### config.mk
export PLATFORM = sky130hd
export DESIGN_NAME = store_queue
export DESIGN_NICKNAME = d
export VERILOG_FILES = /design/src/rtl/store_queue_pkg.sv /design/src/rtl/store_queue_format.sv /design/src/rtl/store_queue.sv
export SDC_FILE = /design/constraint.sdc
export NUM_CORES = 1
export LEC_CHECK = 0
export ABC_AREA = 1
export BUFFER_PORTS_ARGS = -buffer_cell sky130_fd_sc_hd__buf_2
export CORE_MARGIN = 3
export CORE_UTILIZATION = 55
export CTS_CLUSTER_DIAMETER = 150
export DETAILED_ROUTE_END_ITERATION = 10
export HOLD_SLACK_MARGIN = 0.02
export PLACE_DENSITY_LB_ADDON = 0.2
export SETUP_SLACK_MARGIN = 0.02
export SKIP_CTS_REPAIR_TIMING = 1
export SYNTH_ARGS = -nofsm -noshare
export SYNTH_HDL_FRONTEND = slang
export SYNTH_SLANG_ARGS = --single-unit
export TNS_END_PERCENT = 10
### constraint.sdc
create_clock -name clk -period 5.2 [get_ports clk]
set_input_delay 0.26 -clock clk [delete_from_list [all_inputs] [get_ports clk]]
set_output_delay 0.26 -clock clk [all_outputs]
set_load 0.03 [all_outputs]
### src/rtl/store_queue_pkg.sv
// Shared types for the store-side memory path: bus sizes, unaligned store kinds,
// the formatted store entry and the issue FSM states.
package store_queue_pkg;

    typedef enum logic [1:0] {
        MSIZE1 = 2'd0,
        MSIZE2 = 2'd1,
        MSIZE4 = 2'd2
    } msize_t;

    typedef enum logic [1:0] {
        NO_MISALIGN = 2'd0,
        MEML        = 2'd1,
        MEMR        = 2'd2
    } misalign_mem_t;

    typedef struct packed {
        logic [31:0] addr;
        msize_t      size;
        logic [3:0]  strobe;
        logic [31:0] data;
    } store_entry_t;

    typedef enum logic [1:0] {
        IDLE = 2'd0,
        REQ  = 2'd1,
        WAIT = 2'd2
    } sq_state_t;

endpackage

### src/rtl/store_queue_format.sv
// Combinational store formatter: places rt into its byte lanes and derives strobe,
// bus size and aligned address; mirror of the load alignment unit.
module store_format
    import store_queue_pkg::*;
(
    input  msize_t        msize,
    input  misalign_mem_t memtype,
    input  logic [31:0]   addr,
    input  logic [31:0]   rt,
    output store_entry_t  entry,
    output logic          misaligned
);

    logic [1:0] a;
    assign a = addr[1:0];

    // SWL/SWR are never misaligned; only naturally sized SH/SW check alignment.
    assign misaligned = ((msize == MSIZE2) && addr[0]) ||
                        ((msize == MSIZE4) && (memtype == NO_MISALIGN) && (a != 2'd0));

    always_comb begin
        entry.addr   = {addr[31:2], 2'b00};
        entry.size   = MSIZE4;
        entry.strobe = 4'b1111;
        entry.data   = rt;
        case (memtype)
            MEML: begin
                case (a)
                    2'd0: begin entry.strobe = 4'b0001; entry.data = rt >> 24; end
                    2'd1: begin entry.strobe = 4'b0011; entry.data = rt >> 16; end
                    2'd2: begin entry.strobe = 4'b0111; entry.data = rt >> 8;  end
                    default: begin entry.strobe = 4'b1111; entry.data = rt; end
                endcase
            end
            MEMR: begin
                case (a)
                    2'd0: begin entry.strobe = 4'b1111; entry.data = rt;       end
                    2'd1: begin entry.strobe = 4'b1110; entry.data = rt << 8;  end
                    2'd2: begin entry.strobe = 4'b1100; entry.data = rt << 16; end
                    default: begin entry.strobe = 4'b1000; entry.data = rt << 24; end
                endcase
            end
            default: begin
                case (msize)
                    MSIZE1: begin
                        entry.addr   = addr;
                        entry.size   = MSIZE1;
                        entry.strobe = 4'b0001 << a;
                        entry.data   = {4{rt[7:0]}};
                    end
                    MSIZE2: begin
                        entry.addr   = addr;
                        entry.size   = MSIZE2;
                        entry.strobe = a[1] ? 4'b1100 : 4'b0011;
                        entry.data   = {2{rt[15:0]}};
                    end
                    default: begin
                        entry.size   = MSIZE4;
                        entry.strobe = 4'b1111;
                        entry.data   = rt;
                    end
                endcase
            end
        endcase
    end

endmodule

### src/rtl/store_queue.sv
// Committed-store FIFO: formats incoming stores, buffers them and issues the head
// entry on the data bus with an addr_ok / data_ok two-phase handshake.
module store_queue
    import store_queue_pkg::*;
#(
    parameter int DEPTH = 2,
    parameter int CNT_W = $clog2(DEPTH) + 1
) (
    input  logic              clk,
    input  logic              resetn,
    input  logic              in_valid,
    output logic              in_ready,
    input  logic [31:0]       in_addr,
    input  logic [31:0]       in_data,
    input  msize_t            in_msize,
    input  misalign_mem_t     in_memtype,
    output logic              ades,
    output logic              dreq_valid,
    output logic [31:0]       dreq_addr,
    output msize_t            dreq_size,
    output logic [3:0]        dreq_strobe,
    output logic [31:0]       dreq_data,
    input  logic              dresp_addr_ok,
    input  logic              dresp_data_ok,
    output logic              empty,
    output logic [CNT_W-1:0]  count
);

    localparam int PTR_W = $clog2(DEPTH);

    store_entry_t     mem [DEPTH];
    store_entry_t     fmt_entry;
    store_entry_t     head_entry;
    logic             fmt_misaligned;
    logic [PTR_W-1:0] head;
    logic [PTR_W-1:0] tail;
    sq_state_t        state;
    logic             enq;
    logic             deq;

    store_format u_format (
        .msize      (in_msize),
        .memtype    (in_memtype),
        .addr       (in_addr),
        .rt         (in_data),
        .entry      (fmt_entry),
        .misaligned (fmt_misaligned)
    );

    assign ades     = in_valid & fmt_misaligned;
    assign in_ready = (count != CNT_W'(DEPTH));
    assign enq      = in_valid & in_ready & ~fmt_misaligned;
    // data_ok only completes a store once its address phase has been accepted.
    assign deq      = ((state == REQ)  & dresp_addr_ok & dresp_data_ok) |
                      ((state == WAIT) & dresp_data_ok);
    assign empty    = (count == '0) && (state == IDLE);

    // Entry storage carries no reset; occupancy is tracked by the pointers alone.
    always_ff @(posedge clk) begin
        if (enq) begin
            mem[tail] <= fmt_entry;
        end
    end

    assign head_entry  = mem[head];
    assign dreq_addr   = head_entry.addr;
    assign dreq_size   = head_entry.size;
    assign dreq_strobe = head_entry.strobe;
    assign dreq_data   = head_entry.data;

    always_ff @(posedge clk or negedge resetn) begin
        if (!resetn) begin
            head  <= '0;
            tail  <= '0;
            count <= '0;
        end else begin
            if (enq) begin
                tail <= tail + PTR_W'(1);
            end
            if (deq) begin
                head <= head + PTR_W'(1);
            end
            case ({enq, deq})
                2'b10:   count <= count + CNT_W'(1);
                2'b01:   count <= count - CNT_W'(1);
                default: count <= count;
            endcase
        end
    end

    // Issue FSM; dreq_valid is registered alongside the state it mirrors.
    always_ff @(posedge clk or negedge resetn) begin
        if (!resetn) begin
            state      <= IDLE;
            dreq_valid <= 1'b0;
        end else begin
            case (state)
                IDLE: begin
                    if (count != '0) begin
                        state      <= REQ;
                        dreq_valid <= 1'b1;
                    end
                end
                REQ: begin
                    if (dresp_addr_ok && dresp_data_ok) begin
                        if (count > CNT_W'(1)) begin
                            state      <= REQ;
                            dreq_valid <= 1'b1;
                        end else begin
                            state      <= IDLE;
                            dreq_valid <= 1'b0;
                        end
                    end else if (dresp_addr_ok) begin
                        state      <= WAIT;
                        dreq_valid <= 1'b0;
                    end
                end
                WAIT: begin
                    if (dresp_data_ok) begin
                        if (count > CNT_W'(1)) begin
                            state      <= REQ;
                            dreq_valid <= 1'b1;
                        end else begin
                            state      <= IDLE;
                            dreq_valid <= 1'b0;
                        end
                    end
                end
                default: begin
                    state      <= IDLE;
                    dreq_valid <= 1'b0;
                end
            endcase
        end
    end

    count_in_range: assert property (@(posedge clk) disable iff (!resetn)
        count <= CNT_W'(DEPTH));

    no_issue_when_empty: assert property (@(posedge clk) disable iff (!resetn)
        (state != IDLE) |-> (count != '0));

endmodule

==> summary.txt, run 1 <==
initial cell density of the core -> 56.9%
routed len/inst -> 18.1 µm
initial antenna violation count -> 0
Routed Antenna Nets -> 0
clk_lat worst skew -> 0.43 ns
Clock Sinks -> 146
fin crit share -> 54.0%
internal cell power -> 2.86 mW
Comb power frac -> 35.7%
crit path max fanout -> 40
GR Overflow Total -> 0
Final Max Slew Viols -> 0
Die Span X -> 121 µm
worst hold margin -> 0.0273 ns
largest net degree at the start of global routing -> 57
pre-CTS setup slack -> 2.37 ns
Yosys reg bits -> 146
DRT iter0 DRCs -> 487
CP max-delay cell -> dfrtp_2
Setup WS post-layout -> 2.39 ns
DIE HEIGHT -> 121 µm
post-synthesis xor/xnor area fraction -> 0.362%
Worst Path Buf+Inv -> 2
Max Fclk -> 356 MHz
largest family of logic cells by synthesized area -> simple AND/OR/NAND/NOR gates
Worst Hold Class -> in -> reg
Sequential Power Share -> 38.2%
CP Launch Type -> register
Final TNS setup -> 0 ns
area growth from synthesis to layout -> 20.3%
top-area cell type share of the netlist area -> 57.9%
final-stage net count -> 907
Tot GR Track Use -> 25.2%
TritonCTS buffer count -> 17
Area contributors post-synth -> edfxtp_1, mux2_2, nand2_1, nand3_1, o21ai_0
share of layout cells above drive strength 1 -> 31.4%
Clock Power Share -> 26.1%
Row Count -> 41
Cell Chain, Critical Path -> buf_4, mux2_2, buf_2
H-Tree Depth -> 4
outcome -> finished, final reports clean
multiplexer share of the synthesized area -> 10.8%
Leak -> 3.63 nW
CTS tree -> done
Crit. Startpoint -> head
compound-gate portion of the synthesized area -> 7.64%
Die ar. -> 14,600 µm²
Final HPWL DP -> 12,300 µm
num ports -> 149
Tmin final -> 2.81 ns
vias -> 5,706
Crit Path Category -> reg -> out
Slew @ Worst Pin -> 1.09 ns
Layout Skew -> 0.0158 ns
post-synthesis cell area -> 7270 µm²
Placer Congestion -> 0.928
Slowest Stage Delay on Critical Path -> 0.97 ns
Yosys top cell by area -> edfxtp_1
vias in the first global route -> 5,518
R2R Path Start -> count[0]
Post-Syn Instances -> 679
first drt pass iteration count -> 5
Root Driver -> clkbuf_16
total count of hold-check failures in the final report -> 0
max cap viols -> 0
vias per cell -> 5.64
Crit path max-delay family -> flip-flops
Final setup viols -> 0
drt total wl -> 18,400 µm
Worst IR Drop VDD -> 0.289 mV
Switch Pwr -> 1.63 mW
Ant. Diodes -> 0
Adder-Cell Fraction of Synth Area -> 1.21%
first-pass GRT wire length -> 28,200 µm
Setup crit end kind -> output port
syn nets -> 759
Port Buf Inserts -> 148
critical path arrival -> 2.55 ns
Post-Syn Area per Cell -> 10.7 µm²
sequential area share after synthesis -> 59.9%
switching portion of total power -> 36.3%
relative slew slack -> 27.4%
Ys Warns -> 0
Core Region -> 12,800 µm²
Simple-Gate Fraction of Synth Area -> 14.8%
Bufs on Longest Clock Path -> 2
RSZ-0062 raised after global routing -> false
Critical Path RT -> 4.94 ns
hold wc startpoint -> in_addr[19]
power density over cell area -> 514 nW/µm²
drt drc -> 0
Unique masters post-synth -> 29
Clock transition at path regs -> 0.06 ns
==> sequential cells by signal, indices dropped and copies added (netlist names) <==
| register | cells |
|---|---|
| count | 2 |
| head | 1 |
| mem | 140 |
| state | 2 |
| tail | 1 |
==> power groups by stage <==
stage,combinational (mW),clock (mW),sequential (mW)
2_1_floorplan,1.21,0,1.70
3_3_place_gp,1.59,0,1.72
3_5_place_dp,1.61,0,1.74
4_1_cts,1.61,1.19,1.72
5_1_grt,1.71,1.24,1.74
6_report,1.61,1.17,1.71
==> logic make-up after synthesis <==
kind of cell | count (synthesis)
simple gates | 262
fa+ha+maj | 7
buf+inv | 86
mux | 70
compound gates | 105
xor+xnor | 3
flops | 146
==> layout by cell type, fill, tap and decap left out, types with 5 or more instances in the layout <==
master         count
nand2_1          163
buf_2            148
edfxtp_1         140
mux2_2            70
nand3_1           52
inv_1             50
o21ai_0           49
a21oi_1           42
nor2_1            36
clkbuf_16         17
ha_1               7
buf_4              7
o211ai_1           6
o22ai_1            6
dlygate4sd3_1      6
dfrtp_1            5
==> final timing paths <==
path	depth (start not counted)	endpoint	slack, ns
min in group asynchronous	2	tail	0.21
max in group asynchronous	2	head	4.83
setup reg to reg	6	mem[0][64]	2.54
setup / recovery	3	dreq_data[24]	2.39
hold / removal	1	mem[0][57]	0.03
hold reg to reg	2	tail	0.48
==> metal layers <==
metal  part of all wire (%)  vias up  global-route usage [%]
li1                       -     2672                       -
met1                     40     2693                    32.7
met2                     49      314                    40.7
met3                    8.9       27                    5.41
met4                    1.9        0                    11.5
met5                      0        -                       0
==> synthesized netlist by cell type <==
cell and count:
a21oi_1 42, buf_1 4, buf_2 15, buf_4 3
buf_6 3, clkbuf_1 6, clkbuf_2 1, dfrtp_1 6
edfxtp_1 140, ha_1 7, inv_1 51, inv_2 3
mux2_2 70, nand2_1 163, nand3_1 52, nand4_1 3
nor2_1 37, nor2_2 1, nor2_4 1, nor3_1 1
nor3b_1 1, o211ai_1 6, o21ai_0 49, o21ai_2 1
o221ai_1 1, o22ai_1 6, or2_2 3, xnor2_1 2
xor2_1 1
==> cell type report <==
class | instances | area (µm²)
clock buffer | 23 | 468
clock inverter | 9 | 106
fill | 970 | 4030
inverter | 54 | 203
multi-input combinational | 447 | 2540
sequential | 146 | 4360
tap | 172 | 215
timing repair buffer | 161 | 853
==> stage by stage <==
step,std cells,power [mW],util (%),area (µm²)
6_report,1012,4.49,68.5,8740
4_1_cts,1006,4.53,68.0,8680
3_5_place_dp,974,3.35,63.5,8110
5_1_grt,1012,4.69,68.5,8740
2_1_floorplan,679,2.91,-,7270
3_3_place_gp,974,3.31,63.5,8110
Power figures use the tool's default switching activity.
==> run 2: changes to the inputs <==
- ABC_AREA: 1 -> 0
- clock period: 5.2 -> 2.6 ns (I/O delays scaled with it)
==> run 2 against run 1 <==
Against the previous run:
- sequential power rose by 99%
- via count decreased by 13%
- sequential share of layout area decreased by 1.2 points
- highest routed layer unchanged
==> summary.txt, run 2 <==
Setup crit end kind -> output port
Clock Sinks -> 146
num ports -> 149
top post-synthesis cells by count -> edfxtp_1, mux2_2, mux2i_1
routed len/inst -> 20.5 µm
crit path max fanout -> 24
most common cell after layout, fill and taps aside -> buf_2
drt total wl -> 17,100 µm
Unique masters post-synth -> 47
Final HPWL DP -> 11,300 µm
drt drc -> 0
Row Count -> 40
first drt pass iteration count -> 5
RSZ-0062 raised after global routing -> false
largest net degree at the start of global routing -> 30
worst hold margin -> 0.0747 ns
max cap viols -> 0
DIE HEIGHT -> 119 µm
count leader, synth -> edfxtp_1
Final TNS setup -> 0 ns
initial antenna violation count -> 0
Post-Syn Instances -> 468
Critical Path RT -> 2.47 ns
H-Tree Depth -> 4
sequential area share after synthesis -> 61.7%
Tmin final -> 2.14 ns
Routed Antenna Nets -> 0
power density over cell area -> 1030 nW/µm²
final-stage net count -> 733
total count of hold-check failures in the final report -> 0
Ant. Diodes -> 0
area growth from synthesis to layout -> 27.1%
Post-Syn Area per Cell -> 15.1 µm²
Worst Hold Class -> in -> async
commonest cells after routing, fill and taps aside -> buf_2, edfxtp_1, mux2_2, mux2i_1, dlygate4sd3_1
TritonCTS buffer count -> 17
Slew @ Worst Pin -> 0.759 ns
Reg with most FFs -> mem
vias in the first global route -> 4,938
vias -> 4,991
top-area cell type share of the netlist area -> 59.6%
Async SR Flop Fraction -> 4.11%
GR Overflow Total -> 0
CTS tree -> done
Ys Warns -> 0
Clock transition at path regs -> 0.06 ns
Leak -> 3.53 nW
number of flops mapped to enable cells by yosys -> 140
Layout Skew -> 0.00772 ns
relative slew slack -> 49.4%
Final setup viols -> 0
Area contributors post-synth -> edfxtp_1, mux2_2, mux2i_1, dfrtp_1, o2bb2ai_1
CP Launch Type -> register
Bufs on Longest Clock Path -> 2
Final Max Slew Viols -> 0
share of layout cells above drive strength 1 -> 43.5%
Yosys top cell by area -> edfxtp_1
Placer Congestion -> 0.874
Worst IR Drop VDD -> 0.431 mV
Crit Path Category -> reg -> out
syn nets -> 548
Yosys reg bits -> 146
Top Registers -> mem (140), count (2), state (2)
Die Span X -> 119 µm
initial cell density of the core -> 57.6%
Die ar. -> 14,200 µm²
Max Fclk -> 468 MHz
Core Region -> 12,300 µm²
clk_lat worst skew -> 0.40 ns
outcome -> finished, final reports clean
first-pass GRT wire length -> 26,100 µm
Port Buf Inserts -> 148
post-synthesis cell area -> 7060 µm²
vias per cell -> 6.00
Tot GR Track Use -> 23.6%
Root Driver -> clkbuf_16
DRT iter0 DRCs -> 635
Most used DFF post-synth -> edfxtp_1
critical path arrival -> 2.01 ns
fin crit share -> 82.2%
Largest register FFs -> 140
## run 2: cell count changes after synthesis, moves of 28 or more
cell     change
a21oi_1     -28
inv_1       -40
mux2i_1     +35
nand2_1    -151
nand3_1     -52
o21ai_0     -33
## run 2: worst max-delay path, cell delays in order (launching register included)
cell and delay [ns]:
dfrtp_2 0.76, buf_12 0.27, mux2_2 0.39, buf_2 0.19
## run 2: worst paths after layout
kind / from / end / slack, ns / cells after the start
max reg2reg: count[0] / mem[0][12] / 0.58 / 7
min reg2reg: count[0] / count[0] / 0.51 / 1
max in group asynchronous: resetn / head / 2.36 / 2
min in group clk: in_data[20] / mem[0][20] / 0.11 / 2
min: resetn / count[1] / 0.07 / 2
max: head / dreq_data[23] / 0.46 / 3
## run 2: metal layers
layer | GRT usage [%] | part of all wire, % | up-vias | wire [µm]
met2 | 39.4 | 49 | 277 | 8350
met4 | 6.59 | 1.1 | 0 | 180
met5 | 0 | 0 | - | 0
met1 | 30.7 | 41 | 2470 | 7030
li1 | - | - | 2223 | -
met3 | 6.22 | 8.8 | 21 | 1490
## run 2: final cells by class
cell class	instances	area [µm²]
Clock buffer	18	429
Clock inverter	12	141
Fill cell	804	3290
Inverter	12	45.0
Multi-Input combinational cell	278	2510
Sequential cell	146	4360
Tap cell	168	210
Timing Repair Buffer	198	1270
## run 2: where the power goes
| group | leakage [nW] | switching, mW | internal [mW] |
|---|---|---|---|
| Clock | 0.278 | 0.867 | 1.48 |
| Sequential | 1.37 | 0.221 | 3.18 |
| Combinational | 1.88 | 2.18 | 1.29 |
| Total | 3.53 | 3.26 | 5.96 |
## run 2: cells by family after synthesis
logic type,Yosys count,synth area share (%)
fa+ha+maj,7,1.24
buf+inv,44,3.05
flops,146,61.7
simple gates,54,4.45
compound gates,97,10.3
xor+xnor,4,0.496
mux,116,18.7
## run 2: stage by stage
step | instance area [µm²] | util [%] | power, mW | setup WS, ns | std cells
after global routing | 8970 | 73.2 | 9.61 | 0.366 | 832
after floorplan | 7090 | - | 5.81 | 0.0159 | 468
after global placement | 8070 | 65.8 | 6.80 | 0.596 | 769
after CTS | 8640 | 70.5 | 9.23 | 0.422 | 799
after detailed placement | 8070 | 65.8 | 6.87 | 0.563 | 769
final | 8970 | 73.2 | 9.22 | 0.463 | 832
